### config.mk
export PLATFORM = sky130hd
export DESIGN_NAME = multi_cycle_ctrl
export DESIGN_NICKNAME = d
export VERILOG_FILES = /design/src/rtl/multi_cycle_ctrl.sv
export SDC_FILE = /design/constraint.sdc
export NUM_CORES = 1
export LEC_CHECK = 0
export CAP_MARGIN = 20
export CORE_ASPECT_RATIO = 0.7
export CORE_MARGIN = 1
export CORE_UTILIZATION = 47
export CTS_BUF_LIST = sky130_fd_sc_hd__clkbuf_4
export DETAILED_ROUTE_END_ITERATION = 6
export PLACE_DENSITY = 0.82
export SLEW_MARGIN = 20
export SYNTH_ARGS = -nofsm -noshare
export SYNTH_HDL_FRONTEND = slang
export SYNTH_SLANG_ARGS = --single-unit
### constraint.sdc
create_clock -name Clk -period 3.4 [get_ports Clk]
set_input_delay 0.68 -clock Clk [delete_from_list [all_inputs] [get_ports Clk]]
set_output_delay 0.68 -clock Clk [all_outputs]
set_load 0.01 [all_outputs]
### src/rtl/multi_cycle_ctrl.sv
// Multi-cycle IF/ID/EX/MEM/WB sequencer for a 15-instruction MIPS subset.
// It drives one shared memory with a ready handshake and raises a sticky bus error on timeout.
module multi_cycle_ctrl #(
    parameter int WAIT_MAX = 15,
    parameter int CW       = 4
) (
    input  logic       Clk,
    input  logic       Clrn,
    input  logic [5:0] Op,
    input  logic [5:0] Func,
    input  logic       Z,
    input  logic       Mem_rdy,
    output logic       Mem_req,
    output logic       Iord,
    output logic       Mem_we,
    output logic       Ir_we,
    output logic       Pc_we,
    output logic [2:0] Pcsrc,
    output logic       Wreg,
    output logic       Regrt,
    output logic       Se,
    output logic       Aluqb,
    output logic [2:0] Aluc,
    output logic       Reg2reg,
    output logic       Retire,
    output logic       Illegal,
    output logic       Bus_err,
    output logic [2:0] State
);

    typedef enum logic [2:0] {
        S_IF   = 3'd0,
        S_ID   = 3'd1,
        S_EX   = 3'd2,
        S_MEM  = 3'd3,
        S_WB   = 3'd4,
        S_HALT = 3'd7
    } state_t;

    localparam logic [5:0] OP_RTYPE = 6'h00, OP_J    = 6'h02, OP_JAL  = 6'h03,
                           OP_BEQ   = 6'h04, OP_BNE  = 6'h05, OP_ADDI = 6'h08,
                           OP_ANDI  = 6'h0C, OP_ORI  = 6'h0D, OP_LUI  = 6'h0F,
                           OP_LW    = 6'h23, OP_SW   = 6'h2B;
    localparam logic [5:0] FN_JR = 6'h08, FN_ADDU = 6'h21, FN_SUBU = 6'h23,
                           FN_AND = 6'h24, FN_OR = 6'h25;
    localparam logic [2:0] ALU_ADD = 3'b000, ALU_SUB = 3'b001, ALU_AND = 3'b010,
                           ALU_OR  = 3'b011, ALU_LUI = 3'b100;
    localparam logic [2:0] PC_SEQ = 3'b000, PC_BR = 3'b010, PC_J = 3'b011,
                           PC_JAL = 3'b100, PC_JR = 3'b101;

    state_t        state, state_nxt;
    logic [CW-1:0] cnt, cnt_nxt;
    logic          berr_set;

    logic       d_legal, d_alu, d_sw, d_beq, d_bne, d_j, d_jr, d_jal;
    logic       d_regrt, d_se, d_aluqb, d_r2r;
    logic [2:0] d_aluc;
    logic       br_take;

    always_comb begin
        d_legal = 1'b1;
        d_alu   = 1'b0;
        d_sw    = 1'b0;
        d_beq   = 1'b0;
        d_bne   = 1'b0;
        d_j     = 1'b0;
        d_jr    = 1'b0;
        d_jal   = 1'b0;
        d_regrt = 1'b0;
        d_se    = 1'b0;
        d_aluqb = 1'b0;
        d_aluc  = ALU_ADD;
        d_r2r   = 1'b1;
        case (Op)
            OP_RTYPE: begin
                d_aluqb = 1'b1;
                case (Func)
                    FN_ADDU: d_alu = 1'b1;
                    FN_SUBU: begin d_alu = 1'b1; d_aluc = ALU_SUB; end
                    FN_AND:  begin d_alu = 1'b1; d_aluc = ALU_AND; end
                    FN_OR:   begin d_alu = 1'b1; d_aluc = ALU_OR;  end
                    FN_JR:   d_jr = 1'b1;
                    default: d_legal = 1'b0;
                endcase
            end
            OP_ADDI: begin d_alu = 1'b1; d_regrt = 1'b1; d_se = 1'b1; end
            OP_ANDI: begin d_alu = 1'b1; d_regrt = 1'b1; d_aluc = ALU_AND; end
            OP_ORI:  begin d_alu = 1'b1; d_regrt = 1'b1; d_aluc = ALU_OR; end
            OP_LUI:  begin d_alu = 1'b1; d_regrt = 1'b1; d_se = 1'b1; d_aluc = ALU_LUI; end
            OP_LW:   begin d_regrt = 1'b1; d_se = 1'b1; d_r2r = 1'b0; end
            OP_SW:   begin d_sw = 1'b1; d_regrt = 1'b1; d_se = 1'b1; end
            OP_BEQ:  begin d_beq = 1'b1; d_regrt = 1'b1; d_se = 1'b1; d_aluqb = 1'b1; d_aluc = ALU_SUB; end
            OP_BNE:  begin d_bne = 1'b1; d_regrt = 1'b1; d_se = 1'b1; d_aluqb = 1'b1; d_aluc = ALU_SUB; end
            OP_J:    d_j = 1'b1;
            OP_JAL:  begin d_jal = 1'b1; d_regrt = 1'b1; end
            default: d_legal = 1'b0;
        endcase
        // An undecoded instruction drives no datapath selects at all
        if (!d_legal) begin
            d_regrt = 1'b0;
            d_se    = 1'b0;
            d_aluqb = 1'b0;
            d_aluc  = ALU_ADD;
            d_r2r   = 1'b0;
        end
    end

    assign br_take = d_beq ? Z : ~Z;

    always_comb begin
        state_nxt = state;
        cnt_nxt   = cnt;
        berr_set  = 1'b0;
        Mem_req   = 1'b0;
        Iord      = 1'b0;
        Mem_we    = 1'b0;
        Ir_we     = 1'b0;
        Pc_we     = 1'b0;
        Pcsrc     = PC_SEQ;
        Wreg      = 1'b0;
        Regrt     = 1'b0;
        Se        = 1'b0;
        Aluqb     = 1'b0;
        Aluc      = ALU_ADD;
        Reg2reg   = 1'b0;
        Retire    = 1'b0;
        Illegal   = 1'b0;

        // IR is only trustworthy after the fetch, so selects follow decode from ID on
        if (state inside {S_ID, S_EX, S_MEM, S_WB}) begin
            Regrt   = d_regrt;
            Se      = d_se;
            Aluqb   = d_aluqb;
            Aluc    = d_aluc;
            Reg2reg = d_r2r;
        end

        case (state)
            S_IF: begin
                Mem_req = 1'b1;
                if (Mem_rdy) begin
                    Ir_we     = 1'b1;
                    Pc_we     = 1'b1;
                    cnt_nxt   = '0;
                    state_nxt = S_ID;
                end else if (cnt == CW'(WAIT_MAX)) begin
                    berr_set  = 1'b1;
                    state_nxt = S_HALT;
                end else begin
                    cnt_nxt = cnt + 1'b1;
                end
            end
            S_ID: begin
                state_nxt = S_IF;
                if (!d_legal) begin
                    Illegal = 1'b1;
                    Retire  = 1'b1;
                end else if (d_j) begin
                    Pc_we  = 1'b1;
                    Pcsrc  = PC_J;
                    Retire = 1'b1;
                end else if (d_jr) begin
                    Pc_we  = 1'b1;
                    Pcsrc  = PC_JR;
                    Retire = 1'b1;
                end else if (d_jal) begin
                    Wreg   = 1'b1;
                    Pc_we  = 1'b1;
                    Pcsrc  = PC_JAL;
                    Retire = 1'b1;
                end else begin
                    state_nxt = S_EX;
                end
            end
            S_EX: begin
                if (d_beq || d_bne) begin
                    Pc_we     = br_take;
                    Pcsrc     = br_take ? PC_BR : PC_SEQ;
                    Retire    = 1'b1;
                    state_nxt = S_IF;
                end else if (d_alu) begin
                    state_nxt = S_WB;
                end else begin
                    state_nxt = S_MEM;
                end
            end
            S_MEM: begin
                Mem_req = 1'b1;
                Iord    = 1'b1;
                Mem_we  = d_sw;
                if (Mem_rdy) begin
                    cnt_nxt   = '0;
                    Retire    = d_sw;
                    state_nxt = d_sw ? S_IF : S_WB;
                end else if (cnt == CW'(WAIT_MAX)) begin
                    berr_set  = 1'b1;
                    state_nxt = S_HALT;
                end else begin
                    cnt_nxt = cnt + 1'b1;
                end
            end
            S_WB: begin
                Wreg      = 1'b1;
                Retire    = 1'b1;
                state_nxt = S_IF;
            end
            S_HALT: state_nxt = S_HALT;
            default: state_nxt = S_IF;
        endcase

        // Reset must never leak a write, even for the cycle Clrn falls mid-instruction
        if (!Clrn) begin
            Mem_req = 1'b0;
            Iord    = 1'b0;
            Mem_we  = 1'b0;
            Ir_we   = 1'b0;
            Pc_we   = 1'b0;
            Pcsrc   = PC_SEQ;
            Wreg    = 1'b0;
            Regrt   = 1'b0;
            Se      = 1'b0;
            Aluqb   = 1'b0;
            Aluc    = ALU_ADD;
            Reg2reg = 1'b0;
            Retire  = 1'b0;
            Illegal = 1'b0;
        end
    end

    always_ff @(posedge Clk or negedge Clrn) begin
        if (!Clrn) begin
            state   <= S_IF;
            cnt     <= '0;
            Bus_err <= 1'b0;
        end else begin
            state <= state_nxt;
            cnt   <= cnt_nxt;
            if (berr_set) Bus_err <= 1'b1;
        end
    end

    assign State = state;

endmodule

== Word level (Yosys, flattened, before mapping) ==
Cells that the tools add are included.

* Flip-flop bits (word level): 8
* Latch bits: 0
* Bits in writable memories: 0
* Memory bits (read-only): 0
* Output and inout bits: 22
* Memories kept: 0

* $add $sub $neg: 1
* Multipliers: 0
* Divide/modulo/power cells: 0
* Magnitude comparators: 0
* Eq/ne operators: 22
* Shift-type cells: 0
* Mux-type cells: 86
* Bitwise operators: 1
* Reductions and logical operators: 14

{| class="wikitable"
|+ Operators by type and width
! cell !! number
|-
| 1-bit two-way mux || 55
|-
| 3-bit two-way mux || 14
|-
| 6-bit == test (second input constant) || 6
|-
| 6-bit by 4-bit == test with 1-bit output (second input constant) || 5
|-
| 3-bit case mux with 5 select lines || 2
|-
| 6-bit by 2-bit == test with 1-bit output (second input constant) || 2
|-
| 6-bit by 3-bit == test with 1-bit output (second input constant) || 2
|-
| 2-bit two-way mux || 6
|-
| 10-bit OR reduction || 1
|-
| 9-bit OR reduction || 1
|-
| 4-bit two-way mux || 2
|-
| 4-bit OR reduction || 2
|-
| 3-bit by 2-bit == test with 1-bit output (second input constant) || 2
|-
| 3-bit == test (second input constant) || 2
|-
| 6-bit logical NOT || 1
|-
| 1-bit case mux with 2 select lines || 3
|-
| 2-bit case mux with 3 select lines || 1
|-
| 3-bit case mux with 2 select lines || 1
|-
| 6-bit OR reduction || 1
|-
| 5-bit OR reduction || 1
|-
| 4-bit by 1-bit adder with 4-bit output (second input constant) || 1
|-
| 4-bit == test (second input constant) || 1
|-
| 1-bit case mux with 4 select lines || 1
|-
| 4-bit nonzero test || 1
|-
| other kinds (9) || 10
|}

== Longest topological paths before layout ==
Gate-level depths: netlist (run 1).

* Depth after elaboration: 8
* Mapped depth: 7
* Mapped depth without buffers: 6

== Least setup slack after synthesis (run 1) ==
OpenSTA, ideal clock, no wires.

* Kind: input -> output
* From: in Func[0]
* To: out Pc_we
* Arrival: 2.301 ns
* Required time: 2.720 ns
* Setup slack: 0.419 ns
* Stages: 5
* Cell sequence: or4b_4 or2_4 a211oi_4 o211ai_1 a211oi_1

* Word-level cells in the longest chain between the ends: 8
* Elaborated cells on any way between the ends: 15
* Those cells by class: eq/ne (5); mux (9); reduce/logical (1)

{| class="wikitable"
|+ Ends and longest elaborated chain
! item !! RTL line !! source
|-
| start: declaration || 10 || <nowiki>input logic [5:0] Func,</nowiki>
|-
| 6-bit by 4-bit == test with 1-bit output || 77 || <nowiki>case (Func)</nowiki>
|-
| 1-bit two-way mux || 77 ||
|-
| 1-bit two-way mux || 74 || <nowiki>case (Op)</nowiki>
|-
| 1-bit two-way mux || 162 || <nowiki>end else if (d_jr) begin</nowiki>
|-
| 1-bit two-way mux || 158 || <nowiki>end else if (d_j) begin</nowiki>
|-
| 1-bit two-way mux (*) || 155 || <nowiki>if (!d_legal) begin</nowiki>
|-
| 1-bit case mux with 3 select lines (*) || 138 || <nowiki>case (state)</nowiki>
|-
| 1-bit two-way mux (*) || 212 || <nowiki>if (!Clrn) begin</nowiki>
|-
| end: declaration || 17 || <nowiki>output logic Pc_we,</nowiki>
|}

Every way passes the cells marked *; elsewhere a longest branch is shown, timed or not.

== Worst setup path in the final report (run 1) ==
* From: in Func[5]
* To: out Wreg

* Word-level cells in the longest chain between the ends: 8
* Elaborated cells on any way between the ends: 15
* Those cells by class: eq/ne (5); mux (9); reduce/logical (1)

{| class="wikitable"
|+ Ends and longest elaborated chain
! item !! RTL line !! source
|-
| 6-bit by 4-bit == test with 1-bit output || 77 ||
|-
| 1-bit two-way mux || 77 ||
|-
| 1-bit two-way mux || 74 ||
|-
| 1-bit two-way mux || 162 ||
|-
| 1-bit two-way mux || 158 ||
|-
| 1-bit two-way mux (*) || 155 ||
|-
| 1-bit case mux with 2 select lines (*) || 138 ||
|-
| 1-bit two-way mux (*) || 212 ||
|-
| end: declaration || 19 || <nowiki>output logic Wreg,</nowiki>
|}

Marked as above.

==> flow_metrics.tcl, run 1 <==
set metrics [dict create \
    status "finished clean" \
    core_area_um2 2190 \
    dieHeight_um 42.7 \
    dpl-instance-area_um2 1760 \
    final_util_pct 83.7 \
    finalSetupViolations 0 \
    critPathRequiredTime_ns 2.72 \
    dp_cells 253 \
    cts_tree "done" \
    area_delta_synth_final_pct 64.3 \
    multi_input_area_um2 921 \
    hold_ws_ns 0.466 \
    max_stage_delay_ns 0.56 \
    grt_max_degree 17 \
    gp_congestion 0.978 \
    final_common_cell "buf_4" \
    start_util_pct 50.9 \
    cts_buffers 3 \
    yosysSeqAreaShare_pct 18.0 \
    overflow 0 \
    dieWidth_um 60.2 \
    regArea_um2 200 \
    path_class "in -> out" \
    dp_hpwl_um 3250 \
    grtUsageTotal_pct 34.8 \
    hold_viol 0 \
    cts.clk_slew.worst_paths_ns 0.06 \
    drive_above_1_share_pct 31.1 \
    nNetsFinal 247 \
    drv_cap 0 \
    design_area_um2 1830 \
    htreeDepth 1 \
    cp.arrival_ns 2.71 \
    period_needed_ns 3.39 \
    path_cells "clkdlybuf4s15_1 > or4b_4 > or2_4 > a211oi_4 > buf_4 > nor2_1 > o31ai_1 > buf_2" \
    worst_pin_slew_ns 0.472 \
    worstPathMaxFanout 4 \
    fp-row-count 14 \
    muxShareOfSynthArea_pct 1.01 \
    synth-adder-area-share_pct 1.12 \
    drtIter0Drc 138 \
    grt_pass1_vias 1420 \
    clock-skew-final_ns 0.00687 \
    netlist_instances 158 \
    synthXorXnorAreaFrac_pct 3.14 \
    cp-start-kind "input port" \
    vdd.ir_drop.worst_v 0.000379 \
    ios 38 \
    synth_compound_area_share_pct 29.9 \
    cts_root_buf "clkbuf_4" \
    die-area_um2 2570 \
    synth_top_family_by_area "simple AND/OR/NAND/NOR gates" \
    ys.warnings.count 0 \
    antenna_left 0 \
    static-leakage-power_nw 0.815 \
    worstSkewPairLatency_ns 0.26 \
    synth-simple-area-share_pct 43.1 \
    fillers 133 \
    period_share_pct 99.8 \
    route.detailed.drc 0 \
    ys_ff_latch 8 \
    drt-pass1-iter-count 5 \
    postCtsHoldBufs 0 \
    slew_headroom_pct 68.6 \
    grt_antenna_before_repair 0 \
    fmax_mhz 295 \
    via_count 1593 \
    p_per_area_nw_per_um2 382 \
    ys_types 47 \
    hold_class "reg -> reg" \
    drt-total-wl_um 4460 \
    clock-sinks 8 \
    port_buffers 37 \
    final.setup.tns_ns 0 \
    clock_path_buffers 2 \
    via_per_inst 6.13 \
    stdcell_count 260 \
    crit_slowest_cell "or4b_4" \
    layout_common_cells "buf_4 (39), clkdlybuf4s50_1 (18), nor2_1 (16), nand2_1 (14), a21oi_1 (11)" \
    wire_per_inst_um 17.2 \
    syn_area_per_cell_um2 7.06 \
    antennaDiodeCount 0 \
    grt_first_pass_wirelength_um 6640 \
    syn_area_um2 1110 \
    critPathCaptureType "primary output" \
    report.final.slew_viol_count 0 \
    syn-num-nets 175 \
]
==> report_power, final <==
| part | switching (W) | leakage, nW | internal [W] |
|---|---|---|---|
| Clock | 0.0000338 | 0.0138 | 0.0000405 |
| Sequential | 0.0000649 | 0.106 | 0.000130 |
| Combinational | 0.000231 | 0.696 | 0.000199 |
==> area by class of cell <==
type / count / share of cell area (%)
Inverter: 1 / 0.205
Sequential cell: 8 / 10.9
Timing Repair Buffer: 77 / 35.2
Multi-Input combinational cell: 139 / 50.3
Tap cell: 32 / 2.19
Clock buffer: 3 / 1.23
==> per-layer routing <==
metal / vias to the layer above / wire length (um) / global-route usage [%]
li1: 727 / - / -
met2: 122 / 1990 / 51.9
met4: 0 / 186 / 11.2
met5: - / 0 / 0
met1: 724 / 1850 / 50.6
met3: 20 / 439 / 5.49
==> worst max-delay path, delay by kind of cell <==
| family | cells | cell delay, ns |
|---|---|---|
| compound gates | 2 | 0.57 |
| simple gates | 3 | 0.89 |
| buf+inv | 3 | 0.58 |
==> path summary, 6_finish.rpt <==
path | start | endpoint | slack (ns) | cells after the start
max in group asynchronous | Clrn | cnt[1]$_DFFE_PN0P_ | 2.40 | 2
max | Func[5] | Wreg | 0.007 | 8
max reg2reg | State[1]$_DFF_PN0_ | cnt[0]$_DFFE_PN0P_ | 1.74 | 5
min in group asynchronous | Clrn | State[1]$_DFF_PN0_ | 0.83 | 2
min reg2reg | Bus_err$_DFFE_PN0P_ | Bus_err$_DFFE_PN0P_ | 0.47 | 1
min | Bus_err$_DFFE_PN0P_ | Bus_err$_DFFE_PN0P_ | 0.47 | 1
==> synth_stat cells, drive strengths merged <==
cell,count,area (um2)
nor2,17,63.8
nand2,15,56.3
o21ai,12,71.3
a21oi,11,55.1
clkbuf,9,33.8
dfrtp,8,200
nand3,8,40.0
and2,7,43.8
nor3,7,35.0
nor2b,6,37.5
a211oi,4,42.5
a31oi,4,31.3
nand2b,4,25.0
o211ai,4,30.0
nand3b,3,22.5
nand4,3,18.8
nor4,3,25.0
or2,3,21.3
xor2,3,26.3
a21o,2,15.0
and3,2,12.5
nor3b,2,15.0
nor4b,2,23.8
o31a,2,17.5
or2b,2,16.3
a211o,1,8.76
a221o,1,10.0
and4b,1,10.0
buf,1,5.00
ha,1,12.5
inv,1,3.75
mux2,1,11.3
o211a,1,10.0
o21a,1,7.51
o21ba,1,10.0
o21bai,1,7.51
o221ai,1,8.76
o31ai,1,7.51
or4b,1,13.8
xnor2,1,8.76
==> repair_timing <==
action,in CTS,in global routing
setup buffers,1,3
gates cloned,0,0
setup endpoints to repair,13,10
gates resized for setup,38,15
pin swaps,7,6
==> kinds of logic after synthesis <==
| kind of cell | Yosys count |
|---|---|
| xor gates and xnor gates | 4 |
| muxes | 1 |
| and+or+nand+nor | 86 |
| AOI/OAI and AO/OA | 47 |
| DFF | 8 |
| adders and majority gates | 1 |
| buffers and inverters | 11 |
==> metrics by stage <==
step                      setup WS, ns  power (W)
final                          0.00726   0.000700
after global routing           -0.0338   0.000749
after CTS                       0.0213   0.000678
after detailed placement        -0.552   0.000607
after global placement          -0.475   0.000585
after floorplan                  0.419   0.000426
==> flip-flops by register name, summed over array words and instances (netlist names) <==
signal	cells
State	3
Bus_err	1
cnt	4
(Power assumes the default switching activity.)
==> run 2, diff against run 1 <==
--- a/config.mk
+++ b/config.mk
@@ -5,7 +5,6 @@
 export SDC_FILE = /design/constraint.sdc
 export NUM_CORES = 1
 export LEC_CHECK = 0
-export CAP_MARGIN = 20
 export CORE_ASPECT_RATIO = 0.7
 export CORE_MARGIN = 1
 export CORE_UTILIZATION = 47
==> results of run 2 <==
The final DEF is identical to that of run 1; final timing and power are the same.
==> run 3, diff against run 2 <==
--- a/config.mk
+++ b/config.mk
@@ -6,7 +6,7 @@
 export NUM_CORES = 1
 export LEC_CHECK = 0
 export CORE_ASPECT_RATIO = 0.7
-export CORE_MARGIN = 1
+export CORE_MARGIN = 5
 export CORE_UTILIZATION = 47
 export CTS_BUF_LIST = sky130_fd_sc_hd__clkbuf_4
 export DETAILED_ROUTE_END_ITERATION = 6
==> run 3 against run 2 <==
Core utilization fell by 1.4 points. Count of clock-buffer cells in the layout stayed put. Register-to-register slack better by 0.02 ns. Sequential share of layout area rose by 0.098 points. Total power rose by 2.5%. Critical path type unchanged. Critical endpoint is now Pc_we. Largest cell class unchanged. Largest power group unchanged. Highest routed layer unchanged.
==> flow_metrics.tcl, run 3 (synthesis results as in run 1) <==
set metrics [dict create \
    design_area_um2 1820 \
    htreeDepth 1 \
    vdd.ir_drop.worst_v 0.000390 \
    grtUsageTotal_pct 27.7 \
    cts.clk_slew.worst_paths_ns 0.06 \
    regMostFlops "cnt" \
    hold_viol 0 \
    grt_first_pass_wirelength_um 7250 \
    via_count 1595 \
    drive_above_1_share_pct 30.6 \
    clock_path_buffers 2 \
    critPathCapture "Pc_we" \
    grt_max_degree 17 \
    r2r_cells 5 \
    cp.arrival_ns 2.68 \
    antenna_left 0 \
    crit_path_start "Op[2]" \
    critPathRequiredTime_ns 2.72 \
    clkPwrFrac_pct 10.2 \
    cp-start-kind "input port" \
    grt_pass1_vias 1531 \
    worstSkewPairLatency_ns 0.26 \
    reg2reg_to "cnt[0]$_DFFE_PN0P_" \
    grt_antenna_before_repair 0 \
    core_area_um2 2210 \
    period_share_pct 98.8 \
    via_per_inst 6.04 \
    drtIter0Drc 146 \
    dp_cells 255 \
    dpl-instance-area_um2 1770 \
    p_per_area_nw_per_um2 395 \
    stdcell_count 264 \
    period_needed_ns 3.36 \
    worstPathMaxFanout 7 \
    nNetsFinal 251 \
    report.final.slew_viol_count 0 \
    cts_tree "done" \
    static-leakage-power_nw 0.812 \
    critPathCaptureType "primary output" \
    dieHeight_um 50.7 \
    finalSetupViolations 0 \
    drt-pass1-iter-count 5 \
    timing.rr.start "State[1]$_DFF_PN0_" \
    dp_hpwl_um 3430 \
    intPower_w 0.000381 \
    clock-sinks 8 \
    fp-row-count 14 \
    port_buffers 37 \
    reg2reg_slack_ns 1.76 \
    route.detailed.drc 0 \
    final_common_cell "buf_4" \
    layout_common_cells "buf_4 (43), clkdlybuf4s50_1 (17), nor2_1 (16), nand2_1 (15), a21oi_1 (11)" \
    hold_class "reg -> reg" \
    cts_root_buf "clkbuf_4" \
    wire_per_inst_um 17.4 \
    net-switching-power_w 0.000336 \
    antennaDiodeCount 0 \
    largest_register_ff_count 4 \
    comb_power_share_pct 62.2 \
    clock-skew-final_ns 0.0138 \
    die-area_um2 3460 \
    area_delta_synth_final_pct 62.9 \
    start_util_pct 50.5 \
    seq_power_share_pct 27.6 \
    postCtsHoldBufs 0 \
    drt-total-wl_um 4590 \
    path_class "in -> out" \
    gp_congestion 0.902 \
    drv_cap 0 \
    dieWidth_um 68.2 \
    cts_buffers 3 \
    ios 38 \
    overflow 0 \
    slew_headroom_pct 68.4 \
    swShare_pct 46.9 \
    fmax_mhz 298 \
    worst_pin_slew_ns 0.473 \
    status "finished clean" \
]
run 3: area by class of cell:
cell class | count | area, um2
Multi-Input combinational cell | 139 | 895
Timing Repair Buffer | 81 | 654
Fill cell | 151 | 392
Sequential cell | 8 | 200
Tap cell | 32 | 40.0
Clock buffer | 3 | 22.5
Inverter | 1 | 3.75
run 3: worst min path at each step:
stage,from,endpoint,slack (ns),cells past startpoint
final,Bus_err$_DFFE_PN0P_,Bus_err$_DFFE_PN0P_,0.46,1
after global routing,Bus_err$_DFFE_PN0P_,Bus_err$_DFFE_PN0P_,0.48,1
after CTS,Bus_err$_DFFE_PN0P_,Bus_err$_DFFE_PN0P_,0.46,1
after detailed placement,Bus_err$_DFFE_PN0P_,Bus_err$_DFFE_PN0P_,0.45,1
after global placement,Bus_err$_DFFE_PN0P_,Bus_err$_DFFE_PN0P_,0.44,1
after floorplan,Clrn,Bus_err$_DFFE_PN0P_,0.38,0
run 3: power groups by stage:
stage                      clock, W  combinational [W]  sequential, W
after floorplan                   0           0.000260       0.000166
after global placement            0           0.000410       0.000189
after detailed placement          0           0.000436       0.000194
after CTS                 0.0000713           0.000429       0.000193
after global routing      0.0000808           0.000483       0.000205
final                     0.0000730           0.000446       0.000198
run 3: timing repair:
| action | in CTS | in global routing |
|---|---|---|
| gates resized for setup | 41 | 13 |
| gates cloned | 0 | 0 |
| setup buffers | 2 | 4 |
| pin swaps | 6 | 4 |
| endpoints found under the setup margin | 14 | 11 |
run 3: per-layer routing:
| metal | share of wire [%] | track usage, % |
|---|---|---|
| met4 | 2.7 | 7.59 |
| met3 | 9.3 | 7.81 |
| met2 | 49 | 46.7 |
| met5 | 0 | 0 |
| met1 | 39 | 34.2 |
run 3: per-stage QoR:
step / total power, W / worst slack (ns) / hold slack [ns] / util [%] / setup TNS, ns
after floorplan: 0.000426 / 0.419 / 0.384 / - / 0
after global placement: 0.000599 / -0.486 / 0.437 / 80.3 / -4.48
after detailed placement: 0.000630 / -0.537 / 0.447 / 80.3 / -5.17
after CTS: 0.000694 / 0.0130 / 0.462 / 81.0 / 0
after global routing: 0.000769 / -0.0549 / 0.482 / 82.3 / -0.287
final: 0.000717 / 0.0410 / 0.463 / 82.3 / 0
run 3: worst max-delay path, cell delays in order:
cell and delay (ns):
clkdlybuf4s50_1 0.52, buf_6 0.14, nand3_1 0.10, or2_2 0.32, a31oi_4 0.30, o211ai_1 0.19, a211oi_1 0.24, buf_2 0.17
